<file path="config.mk">
export PLATFORM = sky130hd
export DESIGN_NAME = watch_ctrl
export DESIGN_NICKNAME = d
export VERILOG_FILES = /design/src/rtl/watch_pkg.sv /design/src/rtl/watch_tick_gen.sv /design/src/rtl/watch_ctrl.sv
export SDC_FILE = /design/constraint.sdc
export NUM_CORES = 1
export LEC_CHECK = 0
export CORE_ASPECT_RATIO = 2
export CORE_MARGIN = 2
export CORE_UTILIZATION = 40
export CTS_BUF_LIST = sky130_fd_sc_hd__clkbuf_4 sky130_fd_sc_hd__clkbuf_8
export CTS_CLUSTER_SIZE = 20
export DETAILED_ROUTE_END_ITERATION = 10
export GPL_TIMING_DRIVEN = 0
export PLACE_DENSITY = 0.58
export SYNTH_ARGS = -nofsm -noshare
export SYNTH_HDL_FRONTEND = slang
export SYNTH_SLANG_ARGS = --single-unit
</file>
<file path="constraint.sdc">
create_clock -name clk -period 2.5 [get_ports clk]
set_clock_uncertainty 0.05 [all_clocks]
set_input_delay 0.5 -clock clk [delete_from_list [all_inputs] [get_ports clk]]
set_output_delay 0.5 -clock clk [all_outputs]
set_load 0.005 [all_outputs]
</file>
<file path="src/rtl/watch_pkg.sv">
// Shared encodings for the watch mode/sequence controller and its helpers.
package watch_pkg;

  typedef enum logic {
    ST_CLOCK = 1'b0,
    ST_SETUP = 1'b1
  } state_t;

  localparam logic [1:0] POS_SEC  = 2'd0;
  localparam logic [1:0] POS_MIN  = 2'd1;
  localparam logic [1:0] POS_HOUR = 2'd2;

  localparam logic [5:0] DP_SEP = 6'b010100;

  function automatic int cnt_width(input int max_val);
    return (max_val > 1) ? $clog2(max_val) : 1;
  endfunction

endpackage

</file>
<file path="src/rtl/watch_tick_gen.sv">
// Free-running one-second tick generator with half-period flag and
// synchronous restart so a new second can start at a known phase.
module watch_tick_gen
  import watch_pkg::*;
#(
  parameter int TICK_NUM = 50000000
) (
  input  logic clk,
  input  logic rst_n,
  input  logic restart,
  output logic tick,
  output logic half
);

  localparam int TW = cnt_width(TICK_NUM);

  logic [TW-1:0] tick_cnt;

  assign tick = (tick_cnt == TW'(TICK_NUM - 1));
  assign half = (tick_cnt < TW'(TICK_NUM / 2));

  always_ff @(posedge clk or negedge rst_n) begin
    if (!rst_n) begin
      tick_cnt <= '0;
    end else if (restart || tick) begin
      tick_cnt <= '0;
    end else begin
      tick_cnt <= tick_cnt + TW'(1);
    end
  end

endmodule

</file>
<file path="src/rtl/watch_ctrl.sv">
// CLOCK/SETUP controller: field increment/clear pulses with carry chaining,
// setup-mode field selection with blink and idle timeout, display masks.
//
// state    | meaning
// ---------+----------------------------------------------------------
// ST_CLOCK | time runs; ticks drive inc pulses with carry chain
// ST_SETUP | ticks only age the idle timer; buttons select/adjust field
module watch_ctrl
  import watch_pkg::*;
#(
  parameter int TICK_NUM    = 50000000,
  parameter int BLINK_NUM   = 25000000,
  parameter int TIMEOUT_SEC = 30
) (
  input  logic       clk,
  input  logic       rst_n,
  input  logic       i_btn_mode,
  input  logic       i_btn_pos,
  input  logic       i_btn_inc,
  input  logic       i_sec_max,
  input  logic       i_min_max,
  output logic       o_mode,
  output logic [1:0] o_pos,
  output logic       o_sec_inc,
  output logic       o_min_inc,
  output logic       o_hour_inc,
  output logic       o_sec_clr,
  output logic [5:0] o_digit_enb,
  output logic [5:0] o_six_dp
);

  localparam int BW = cnt_width(BLINK_NUM);
  localparam int IW = cnt_width(TIMEOUT_SEC);

  state_t        state, state_nxt;
  logic [1:0]    pos_nxt;
  logic [BW-1:0] blink_cnt, blink_cnt_nxt;
  logic          blink_phase, blink_phase_nxt;
  logic [IW-1:0] idle_cnt, idle_cnt_nxt;
  logic          sec_inc_nxt, min_inc_nxt, hour_inc_nxt, sec_clr_nxt;
  logic [5:0]    digit_enb_nxt, six_dp_nxt;
  logic          restart, tick, half;
  logic          any_btn;

  watch_tick_gen #(
    .TICK_NUM (TICK_NUM)
  ) u_tick_gen (
    .clk     (clk),
    .rst_n   (rst_n),
    .restart (restart),
    .tick    (tick),
    .half    (half)
  );

  assign any_btn = i_btn_mode | i_btn_pos | i_btn_inc;

  always_comb begin
    state_nxt       = state;
    pos_nxt         = o_pos;
    blink_cnt_nxt   = blink_cnt;
    blink_phase_nxt = blink_phase;
    idle_cnt_nxt    = idle_cnt;
    sec_inc_nxt     = 1'b0;
    min_inc_nxt     = 1'b0;
    hour_inc_nxt    = 1'b0;
    sec_clr_nxt     = 1'b0;
    restart         = 1'b0;

    case (state)
      ST_CLOCK: begin
        if (i_btn_mode) begin
          state_nxt = ST_SETUP;
          pos_nxt   = POS_SEC;
        end else if (tick) begin
          sec_inc_nxt  = 1'b1;
          min_inc_nxt  = i_sec_max;
          hour_inc_nxt = i_sec_max & i_min_max;
        end
      end
      ST_SETUP: begin
        if (any_btn) begin
          idle_cnt_nxt    = '0;
          blink_cnt_nxt   = '0;
          blink_phase_nxt = 1'b1;
          if (i_btn_mode) begin
            state_nxt = ST_CLOCK;
            restart   = 1'b1;
          end else if (i_btn_pos) begin
            pos_nxt = (o_pos == POS_HOUR) ? POS_SEC : o_pos + 2'd1;
          end else begin
            case (o_pos)
              POS_SEC:  sec_clr_nxt  = 1'b1;
              POS_MIN:  min_inc_nxt  = 1'b1;
              POS_HOUR: hour_inc_nxt = 1'b1;
              default:  ;
            endcase
          end
        end else begin
          if (blink_cnt == BW'(BLINK_NUM - 1)) begin
            blink_cnt_nxt   = '0;
            blink_phase_nxt = ~blink_phase;
          end else begin
            blink_cnt_nxt = blink_cnt + BW'(1);
          end
          if (tick) begin
            if (idle_cnt == IW'(TIMEOUT_SEC - 1)) begin
              state_nxt    = ST_CLOCK;
              restart      = 1'b1;
              idle_cnt_nxt = '0;
            end else begin
              idle_cnt_nxt = idle_cnt + IW'(1);
            end
          end
        end
      end
      default: state_nxt = ST_CLOCK;
    endcase

    // Fresh SETUP entry must start visible; CLOCK keeps the blink parked.
    if (state_nxt == ST_CLOCK || state == ST_CLOCK) begin
      blink_cnt_nxt   = '0;
      blink_phase_nxt = 1'b1;
      idle_cnt_nxt    = '0;
    end

    digit_enb_nxt = 6'b111111;
    if (state_nxt == ST_SETUP) begin
      case (pos_nxt)
        POS_SEC:  digit_enb_nxt[1:0] = {2{blink_phase_nxt}};
        POS_MIN:  digit_enb_nxt[3:2] = {2{blink_phase_nxt}};
        POS_HOUR: digit_enb_nxt[5:4] = {2{blink_phase_nxt}};
        default:  ;
      endcase
    end

    six_dp_nxt = (state_nxt == ST_CLOCK && half) ? DP_SEP : 6'b000000;
  end

  always_ff @(posedge clk or negedge rst_n) begin
    if (!rst_n) begin
      state       <= ST_CLOCK;
      o_pos       <= POS_SEC;
      blink_cnt   <= '0;
      blink_phase <= 1'b1;
      idle_cnt    <= '0;
      o_sec_inc   <= 1'b0;
      o_min_inc   <= 1'b0;
      o_hour_inc  <= 1'b0;
      o_sec_clr   <= 1'b0;
      o_digit_enb <= 6'b111111;
      o_six_dp    <= 6'b000000;
    end else begin
      state       <= state_nxt;
      o_pos       <= pos_nxt;
      blink_cnt   <= blink_cnt_nxt;
      blink_phase <= blink_phase_nxt;
      idle_cnt    <= idle_cnt_nxt;
      o_sec_inc   <= sec_inc_nxt;
      o_min_inc   <= min_inc_nxt;
      o_hour_inc  <= hour_inc_nxt;
      o_sec_clr   <= sec_clr_nxt;
      o_digit_enb <= digit_enb_nxt;
      o_six_dp    <= six_dp_nxt;
    end
  end

  assign o_mode = (state == ST_SETUP);

endmodule

</file>
# Yosys cells after proc, flatten, opt, wreduce, memory -nomap -nowiden
# Index checks and enable logic that the tools add are counted.
# classes
n_addsub	4
magnitude_cmp	1
n_eq_ne	7
n_mux	57
bitwise_logic	6
n_reduce_logical	8
# ops
operator	count
2-to-1 mux 25 bit	4
2-to-1 mux 1 bit	33
2-to-1 mux 5 bit	6
adder 26 x 1 -> 26 bit (second input constant)	1
equality test 26 bit (second input constant)	1
< comparator 26 x 25 -> 1 bit (second input constant)	1
2-to-1 mux 26 bit	1
adder 25 x 1 -> 25 bit (second input constant)	1
equality test 25 bit (second input constant)	1
2-to-1 mux 2 bit	8
2-to-1 mux 6 bit	1
one-hot mux 1 bit (2 select lines)	3
adder 5 x 1 -> 5 bit (second input constant)	1
equality test 5 bit (second input constant)	1
equality test 2 x 1 -> 1 bit (second input constant)	2
equality test 2 bit (second input constant)	2
zero test 2 bit	2
one-hot mux 2 bit (2 select lines)	1
NOT 1 bit	3
nonzero test 3 bit	1
adder 2 x 1 -> 2 bit (second input constant)	1
logical OR 1 bit	2
bitwise OR 1 bit	2
AND reduction 2 bit	1
other kinds (3)	3
# totals
reg_bits	75
in_bits	7
out_inout_bits	19
wordCells	95

# Depth between registers and ports, before layout
# logic_depth
ltp_word	10
ltp_mapped	8
ltp_nobuf	6

# By module
# A second synthesis with hierarchy kept.
# unflattened
cells_unflattened	357
area_unflattened_um2	3558.4
# by_module_without_submodules
module	n_inst	cells_each	area_per_inst_um2	seq_area_each_um2
watch_ctrl	1	205	2069.5	1056.0
watch_tick_gen	1	152	1488.9	650.6

# Least setup slack after synthesis
# No wires, ideal clock.
# synth_timing
path_kind	register to register
from	reg u_tick_gen.tick_cnt[0]
to	reg u_tick_gen.tick_cnt[10]
setup_time_ns	0.119
t_arrival_ns	1.739
required_time_ns	2.331
slack_ns	0.593
path_stages_with_launch	9
path_buffers	2
synth_period_minus_slack_ns	1.907
path_cell_list	dfrtp_1 > ha_1 > and3_1 > nand2_1 > or4_4 > nand2b_1 > buf_6 > buf_8 > nor2_1
# synth_via
elab_chain_len	6
elab_cells_between_ends	7
cone_classes	add/sub: 1; eq/ne: 1; mux: 4; reduce/logical: 1
# synth_lines
element	line_no	rtl
start, declared	watch_tick_gen.sv:17	logic [TW-1:0] tick_cnt;
start signal, assigned	watch_tick_gen.sv:28	tick_cnt <= tick_cnt + TW'(1);
branches (longest 5 deep; another with adder 26 x 1 -> 26 bit)	--	
2-to-1 mux 26 bit (*)	watch_tick_gen.sv:25	end else if (restart || tick) begin
# Every way passes the cells marked *.
# A chain may end at the register's enable or synchronous reset.

# Worst setup path after layout
# layout_timing
from	reg u_tick_gen.tick_cnt[0]
to	reg o_six_dp[2]
# layout_via
elab_chain_len	7
elab_cells_between_ends	8
cone_classes	order compare: 1; eq/ne: 1; mux: 4; bitwise: 1; reduce/logical: 1
# layout_lines
element	line_no	rtl
equality test 26 bit	watch_tick_gen.sv:19	assign tick = (tick_cnt == TW'(TICK_NUM - 1));
2-to-1 mux 1 bit	watch_ctrl.sv:105	if (tick) begin
2-to-1 mux 1 bit	watch_ctrl.sv:81	if (any_btn) begin
one-hot mux 1 bit (2 select lines)	watch_ctrl.sv:69	case (state)
via state_nxt	watch_ctrl.sv:35	state_t state, state_nxt;
NOT 1 bit	watch_ctrl.sv:136	six_dp_nxt = (state_nxt == ST_CLOCK && half) ? DP_SEP : 6'b000000;
logical AND 1 bit	watch_ctrl.sv:136	
2-to-1 mux 5 bit	watch_ctrl.sv:136	
via six_dp_nxt[2]	watch_ctrl.sv:41	logic [5:0] digit_enb_nxt, six_dp_nxt;
end signal, assigned	watch_ctrl.sv:163	o_six_dp <= six_dp_nxt;
end, declared	watch_ctrl.sv:29	output logic [5:0] o_six_dp
# The timed path passes the listed nets, and every way through them passes these cells.

==> out/metrics.cfg <==
[layout]
antenna_cells = 0
utilization_pct = 46.66
area_growth_pct = 14.47
drive_above_1_share_pct = 11.83
finalNetCount = 395
stdcell_count = 489
fill_cells = 828

[global_route]
grt_pass1_vias = 2615
grt_overflow_total = 0
grt_util_all_layers_pct = 16.51
grt_max_degree = 69
antenna_found_initial = 0
grt_pass1_wl_mm = 12.40

[detailed_routing]
wl_per_cell_um = 15.06
drt-initial-drc-count = 126
drtAntennaViolNets = 0
route.detailed.drc = 0
first_pass_iters = 4
vias = 2620
drt-total-wl_mm = 7.363
vias_per_cell = 5.358

[synthesis]
synth_area_mm2 = 0.003501
ys_types = 48
syn_avg_cell_area_um2 = 10.00
seq_area_frac_synth_pct = 48.75
synth_warnings = 0
ys_ff_latch = 68
syn_inst = 350

[clock_tree]
cts_hold_buf = 0
post_cts_resize_count = 0
clk_pin_slew_ns = 0.08
cts_setup_buffers = 0
htree_levels = 3
clk_latency_ns = 0.36
cts_tree = done
cts_buffers = 9
clk_path_buf_depth = 2
cts_sinks = 68
root_buffer = clkbuf_8

[place]
preCtsSetupSlack_ns = 0.1076
dpl.hpwl_mm = 5.254
post-place-cells = 473
portBuffers = 20
gp_congestion = 0.8125

[sta]
rsz0062_at_grt = no
setup_violations = 0
fin_ws_ns = 0.2778
fin_crit_sh_pct = 88.89
max_slew.worst_pin.slew_ns = 0.9778
whs_ns = 0.1744
hold_viol = 0
min_period_ns = 2.222
timing.fmax_mhz = 450.0
relSlewSlack_pct = 34.21
finalMaxSlewViolations = 0

[die]
pin_count = 26
fp.dieW_um = 70.15
design.die.area_mm2 = 0.009561
design.core.area_mm2 = 0.008588
start_util_pct = 40.76
placementRows = 48
die_h_um = 136.3

[worst_setup_path]
r2r_cells = 7
required_ns = 2.69
startpoint_type = flop
cp.arrival_ns = 2.41
crit_type = flop to flop
crit_path_max_fanout = 10
cp-end-kind = flop
r2r_slack_ns = 0.28

[power_and_ir_drop]
power_leakage_nw = 1.721
power_density_mw_per_mm2 = 540.8
irDropWorstVdd_mv = 0.2872
power_mw = 2.167

[outcome]
status = completed

[flow_run]
max-cap-violations = 0

[worst_hold_path]
hp-class = input port to async pin

## cell usage after synthesis (all sizes together)
master / instances / area share (%)
nand3: 31 / 4.4
nor4bb: 1 / 0.29
nor3b: 4 / 0.86
o2111a: 1 / 0.32
nor4: 5 / 2.1
a41o: 1 / 0.29
nand3b: 1 / 0.21
nor4b: 4 / 1.2
and4bb: 1 / 0.36
a311oi: 3 / 0.75
and2: 2 / 0.36
nand4: 16 / 2.9
buf: 16 / 3.6
nand2b: 1 / 0.18
nand2: 21 / 2.3
nand4bb: 1 / 0.32
and3: 11 / 2.0
clkbuf: 5 / 0.54
nand4b: 1 / 0.25
a21oi: 4 / 0.57
o211a: 1 / 0.29
o31ai: 1 / 0.21
a21o: 1 / 0.21
nor3: 8 / 1.3
inv: 6 / 0.64
xnor2: 14 / 3.5
dfrtp: 64 / 46
dfstp: 4 / 3.0
and4: 6 / 1.5
ha: 4 / 1.4
a31o: 2 / 0.50
conb: 1 / 0.11
a41oi: 2 / 0.50
nor2: 63 / 6.8
mux2i: 2 / 0.57
or4: 3 / 0.75
a2111oi: 1 / 0.43
xor2: 33 / 8.3
o21ai: 4 / 0.57
## per-stage QoR
stage	setup TNS [ns]	area, um^2
finish	0	4008
global route	0	4008
CTS	0	4008
detailed placement	0	3835
global placement	-95.66	3837
floorplan	0	3512
## metal layers
metal / vias to the layer above / part of all wire, % / wire, um / track usage [%]
met5: - / 0 / 0 / 0
met2: 30 / 55 / 4054 / 30.85
met4: 0 / 2.6 / 189 / 8.974
li1: 1273 / - / - / -
met1: 1302 / 40 / 2963 / 17.42
met3: 15 / 2.1 / 157 / 2.446
## where the power goes
part	internal (mW)	switching [mW]	leakage, nW
clock network	0.391	0.424	0.0923
logic	0.0866	0.0995	0.702
registers	1.13	0.0332	0.926
total	1.61	0.556	1.72
## worst paths after layout
kind                                                   from                                end
min                                                   rst_n  u_tick_gen.tick_cnt[13]$_DFF_PN0_
max reg2reg                u_tick_gen.tick_cnt[0]$_DFF_PN0_              o_six_dp[2]$_DFF_PN0_
min reg2reg                u_tick_gen.tick_cnt[0]$_DFF_PN0_   u_tick_gen.tick_cnt[0]$_DFF_PN0_
max                        u_tick_gen.tick_cnt[0]$_DFF_PN0_              o_six_dp[2]$_DFF_PN0_
max in group asynchronous                             rst_n           blink_cnt[1]$_DFFE_PN0P_
min in group clk           u_tick_gen.tick_cnt[0]$_DFF_PN0_   u_tick_gen.tick_cnt[0]$_DFF_PN0_
## worst max-delay path, cell delays in order, from the launching register on
cell,delay (ns)
dfrtp_1,0.38
ha_1,0.22
and3_1,0.25
nand2_1,0.14
nor4_2,0.35
buf_4,0.25
a311oi_1,0.18
a2111oi_2,0.29
## cell usage in the layout, fill, tap and decap left out, types with 2 or more instances in the layout
cell type / n
dfrtp_1: 64
nor2_1: 63
xor2_1: 33
nand3_1: 31
nand2_1: 21
clkdlybuf4s50_1: 19
nand4_1: 16
xnor2_1: 14
and3_1: 11
buf_4: 10
clkbuf_8: 10
nor3_1: 7
inv_1: 6
and4_1: 6
clkbuf_1: 5
a21oi_1: 4
o21ai_0: 4
nor3b_1: 4
ha_1: 4
conb_1: 4
dfstp_2: 4
clkinv_2: 4
buf_2: 3
a311oi_1: 3
nor4b_1: 3
and2_1: 2
nor4_4: 2
buf_8: 2
or4_1: 2
nor4_2: 2
a31o_2: 2
a41oi_1: 2
mux2i_1: 2
## final cells by class
type / count / area, um^2 / area share (%)
inverter: 6 / 22.52 / 0.5620
tap: 100 / 125.1 / 3.122
clock inverter: 5 / 27.53 / 0.6869
timing repair buffer: 20 / 197.7 / 4.933
clock buffer: 11 / 145.1 / 3.622
sequential: 68 / 1707 / 42.59
multi-input combinational: 258 / 1637 / 40.84
buffer: 21 / 146.4 / 3.653
## flip-flops by register name (all words and copies together) (netlist names)
register / flops
u_tick_gen.tick_cnt: 26
blink_cnt: 25
idle_cnt: 5
o_digit_enb: 3
o_pos: 2
blink_phase: 1
o_hour_inc: 1
o_min_inc: 1
o_mode: 1
o_sec_clr: 1
o_sec_inc: 1
o_six_dp: 1
## logic make-up (layout without fill, tap and decap cells)
kind of cell / after synthesis / count (layout) / share of synthesized area, %
flip-flops: 68 / 68 / 48.75
multiplexers: 2 / 2 / 0.5719
AO/OA/AOI/OAI: 21 / 21 / 4.647
AND/OR/NAND/NOR: 180 / 180 / 27.91
buffers and inverters: 27 / 63 / 4.825
adder cells (fa/ha/maj): 4 / 4 / 1.430
XOR/XNOR: 47 / 47 / 11.76
other: 1 / 4 / 0.1071
No activity file was read; power rests on OpenSTA's default activity.
